===== config.mk =====
export PLATFORM = sky130hd
export DESIGN_NAME = univ_shift_reg
export DESIGN_NICKNAME = d
export VERILOG_FILES = /design/src/rtl/univ_shift_reg.sv
export SDC_FILE = /design/constraint.sdc
export NUM_CORES = 1
export LEC_CHECK = 0
export CORE_MARGIN = 4
export CORE_UTILIZATION = 35
export DETAILED_ROUTE_END_ITERATION = 6
export SETUP_SLACK_MARGIN = 0.1
export SLEW_MARGIN = 20
export SYNTH_ARGS = -nofsm -noshare
export SYNTH_HDL_FRONTEND = slang
export SYNTH_SLANG_ARGS = --single-unit

===== constraint.sdc =====
create_clock -name clk -period 2.8 [get_ports clk]
set_clock_uncertainty 0.05 [all_clocks]
set_input_delay 0.28 -clock clk [delete_from_list [all_inputs] [get_ports clk]]
set_output_delay 0.28 -clock clk [all_outputs]
set_load 0.02 [all_outputs]

===== src/rtl/univ_shift_reg.sv =====
// univ_shift_reg: parametrised universal shift register (shift/rotate/load/clear)
// with a per-frame shift counter and a registered frame-complete pulse.
module univ_shift_reg #(
  parameter int WIDTH     = 8,
  parameter int FRAME_LEN = 8,
  parameter int CNT_W     = 4
) (
  input  logic             clk,
  input  logic             rst,
  input  logic [2:0]       op,
  input  logic             sin_lsb,
  input  logic             sin_msb,
  input  logic [WIDTH-1:0] load_data,
  output logic [WIDTH-1:0] q,
  output logic             sout_msb,
  output logic             sout_lsb,
  output logic [CNT_W-1:0] shift_cnt,
  output logic             frame_done
);
  localparam logic [2:0] OP_SHL  = 3'd1;
  localparam logic [2:0] OP_SHR  = 3'd2;
  localparam logic [2:0] OP_ROL  = 3'd3;
  localparam logic [2:0] OP_ROR  = 3'd4;
  localparam logic [2:0] OP_LOAD = 3'd5;
  localparam logic [2:0] OP_CLR  = 3'd6;
  localparam logic [CNT_W-1:0] CNT_LAST = CNT_W'(FRAME_LEN - 1);
  logic [WIDTH-1:0] q_q, q_d;
  logic [CNT_W-1:0] cnt_q, cnt_d;
  logic             done_q, done_d;
  logic             is_shift, is_last;
  always_comb begin
    is_shift = (op >= OP_SHL) && (op <= OP_ROR);
    is_last  = cnt_q == CNT_LAST;
    q_d = op == OP_SHL  ? {q_q[WIDTH-2:0], sin_lsb} :
          op == OP_SHR  ? {sin_msb, q_q[WIDTH-1:1]} :
          op == OP_ROL  ? {q_q[WIDTH-2:0], q_q[WIDTH-1]} :
          op == OP_ROR  ? {q_q[0], q_q[WIDTH-1:1]} :
          op == OP_LOAD ? load_data :
          op == OP_CLR  ? '0 : q_q;
    cnt_d = is_shift ? (is_last ? '0 : cnt_q + CNT_W'(1)) :
            (op == OP_LOAD || op == OP_CLR) ? '0 : cnt_q;
    done_d = is_shift && is_last;
  end
  always_ff @(posedge clk or posedge rst) begin
    if (rst) begin
      q_q    <= '0;
      cnt_q  <= '0;
      done_q <= 1'b0;
    end else begin
      q_q    <= q_d;
      cnt_q  <= cnt_d;
      done_q <= done_d;
    end
  end
  assign q          = q_q;
  assign sout_msb   = q_q[WIDTH-1];
  assign sout_lsb   = q_q[0];
  assign shift_cnt  = cnt_q;
  assign frame_done = done_q;
endmodule


==> results_dict.tcl <==
set metrics [dict create \
    dpl_cell_area_sq_um 1140 \
    clock_pin_slew_of_the_registers_on_the_worst_case_setup_and_hold_paths_ns 0.08 \
    ant_nets 0 \
    run_status "finished clean" \
    p_per_area_nw_per_um2 567 \
    total_power_mw 0.662 \
    first_pass_iters 5 \
    cts_root_buffer "clkbuf_4" \
    vias_per_cell 5.46 \
    design_area_sq_um 1170 \
    ys_async_sr_fraction_pct 100 \
    holdCritPathClass "input port to asynchronous set/reset pin" \
    cts-hold-fix-buffers 0 \
    end_kind "flip-flop" \
    hpwlAfterDp_um 1620 \
    die_h_um 57.7 \
    timing_max_transition_violations_final 0 \
    ys_dominant_reg_cell "dfrtp_1" \
    ys_seq_elements 13 \
    ir_worst_vdd_mv 0.282 \
    cts_buffers 3 \
    finalWirelength_um 2160 \
    finalSetupViolCount 0 \
    grt_util_all_layers_pct 14.7 \
    layout.cells.most_common "clkdlybuf4s50_1" \
    flow.area_growth_from_synthesis_pct 35.2 \
    grt_setup_unrepaired "no" \
    worstMarginPinSlew_ns 0.676 \
    timing.final.crit_share_pct 69.8 \
    register_area_sq_um 325 \
    power.static_leakage_nw 0.466 \
    timing.critical_path.arrival_ns 2.07 \
    synthCells 94 \
    crit_fanout 19 \
    dr.first_iter.drc_count 12 \
    max_clock_freq_mhz 512 \
    placement_rows 17 \
    cts_setup_buffers 0 \
    netlist_area_sq_um 863 \
    max-slew-margin-rel_pct 54.8 \
    remaining_overflow_grt 0 \
    timing.setup.tns_ns 0 \
    placement.io_buffers 29 \
    grt_pass1_vias 813 \
    multi_input_comb_area_sq_um 464 \
    gp_congestion 0.782 \
    synth.yosys.seq_area_share_pct 37.7 \
    insertion_delay_ns 0.28 \
    core-area_sq_um 2280 \
    htree_levels 1 \
    n_antenna_cell 0 \
    synthDistinctLibCells 38 \
    detailedPlace.worstSlack_ns 0.570 \
    drc 0 \
    synthesis.area_per_instance_sq_um 9.18 \
    final_net_count 138 \
    largest_net_degree_at_the_start_of_global_routing 20 \
    clockBufferDepth 2 \
    mostFrequentLayoutCells "clkdlybuf4s50_1 (29), dfrtp_1 (13), nor2_1 (9), o221ai_1 (6)" \
    postCtsResizedCells 0 \
    timing.final.hold_violations 0 \
    synth_edf_count 0 \
    cts.sink_count 13 \
    n_fill_cell 214 \
    ioPinCount 30 \
    fp.dieArea_sq_um 3330 \
    setup_slack_ns 0.846 \
    routed_len_inst_um 14.5 \
    initial_core_utilization_pct 37.9 \
    timing.max_cap.violations 0 \
    die-width_um 57.7 \
    worst-setup-path-type "input port to flip-flop" \
    synth_fp_nets 110 \
    clock_period_minus_worst_slack_ns 1.95 \
    via_count 813 \
    kind_of_launch_point_of_the_worst_setup_path "input port" \
    timing.critical_path.required_ns 2.91 \
    ys.warnings.count 0 \
    grt_first_pass_wirelength_um 3820 \
    grt_antenna_before_repair 0 \
    layout-drive-gt1-share_pct 7.44 \
    cts_tree "built" \
]
==> synthesized netlist by cell type (all sizes together) (2+ instances only) <==
cell	number	share of area, %
dfrtp	13	38
nor2	9	3.9
buf	7	6.4
o21ai	7	4.5
a21oi	6	3.9
o221ai	6	6.1
inv	5	2.2
nand2	4	1.7
nand2b	4	2.9
o211ai	4	3.5
a211oi	2	1.7
a22oi	2	1.7
and2	2	1.7
maj3	2	2.3
nand3b	2	1.7
nor3	2	1.7
nor3b	2	1.7
o21a	2	1.7
o2bb2ai	2	2.0
==> worst paths after layout <==
| check | startpoint | cells past startpoint | slack [ns] | to |
|---|---|---|---|---|
| setup / recovery | op[0] | 5 | 0.85 | shift_cnt[3] |
| hold / removal | rst | 2 | 0.27 | q[3] |
| setup reg to reg | shift_cnt[0] | 5 | 1.39 | shift_cnt[2] |
| hold reg to reg | shift_cnt[0] | 1 | 0.49 | shift_cnt[0] |
| max in group asynchronous | rst | 2 | 2.09 | shift_cnt[2] |
| min in group clk | shift_cnt[0] | 1 | 0.49 | shift_cnt[0] |
==> report_power, final <==
| part | total (mW) | switching [mW] | internal, mW |
|---|---|---|---|
| logic | 0.279 | 0.136 | 0.143 |
| clock network | 0.118 | 0.0624 | 0.0553 |
| registers | 0.265 | 0.0430 | 0.222 |
| total | 0.662 | 0.241 | 0.420 |
==> logic make-up after synthesis <==
kind of cell,synth area share (%)
buffers and inverters,8.55
AO/OA/AOI/OAI,29.0
adder cells (fa/ha/maj),3.77
XOR/XNOR,1.01
multiplexers,1.16
flip-flops,37.7
AND/OR/NAND/NOR,18.8
==> through the flow <==
step                      hold slack, ns  util (%)  instances
after floorplan                    0.107         -         94
after global placement             0.469      50.1        145
after detailed placement           0.482      50.1        145
after CTS                          0.282      51.3        149
after global routing               0.333      51.3        149
final                              0.270      51.3        149
==> worst max-delay path, stage by stage <==
cell	delay, ns
clkdlybuf4s50_1	0.76
and2_4	0.36
a21oi_2	0.37
o21ai_1	0.14
o2bb2ai_1	0.15
==> cell type report <==
class                   count  share of cell area, %
inverters                   5                   1.61
flip-flops and latches     13                   27.9
multi-input cells          69                   39.8
clock buffers               4                   2.25
well taps                  28                   3.00
repair buffers             30                   25.5
==> flip-flops by register name, indices dropped and copies added, names as in the netlist <==
signal,cells
frame_done,1
q,8
shift_cnt,4
==> layer usage <==
| layer | routed length, um | vias up | part of all wire, % | GRT usage (%) |
|---|---|---|---|---|
| li1 | - | 403 | - | - |
| met1 | 997 | 381 | 46 | 18.7 |
| met2 | 992 | 25 | 46 | 23.2 |
| met3 | 139 | 4 | 6.4 | 4.23 |
| met4 | 34 | 0 | 1.6 | 5.96 |
| met5 | 0 | - | 0 | 0 |
Note: power is estimated with default switching activity, not from simulation.
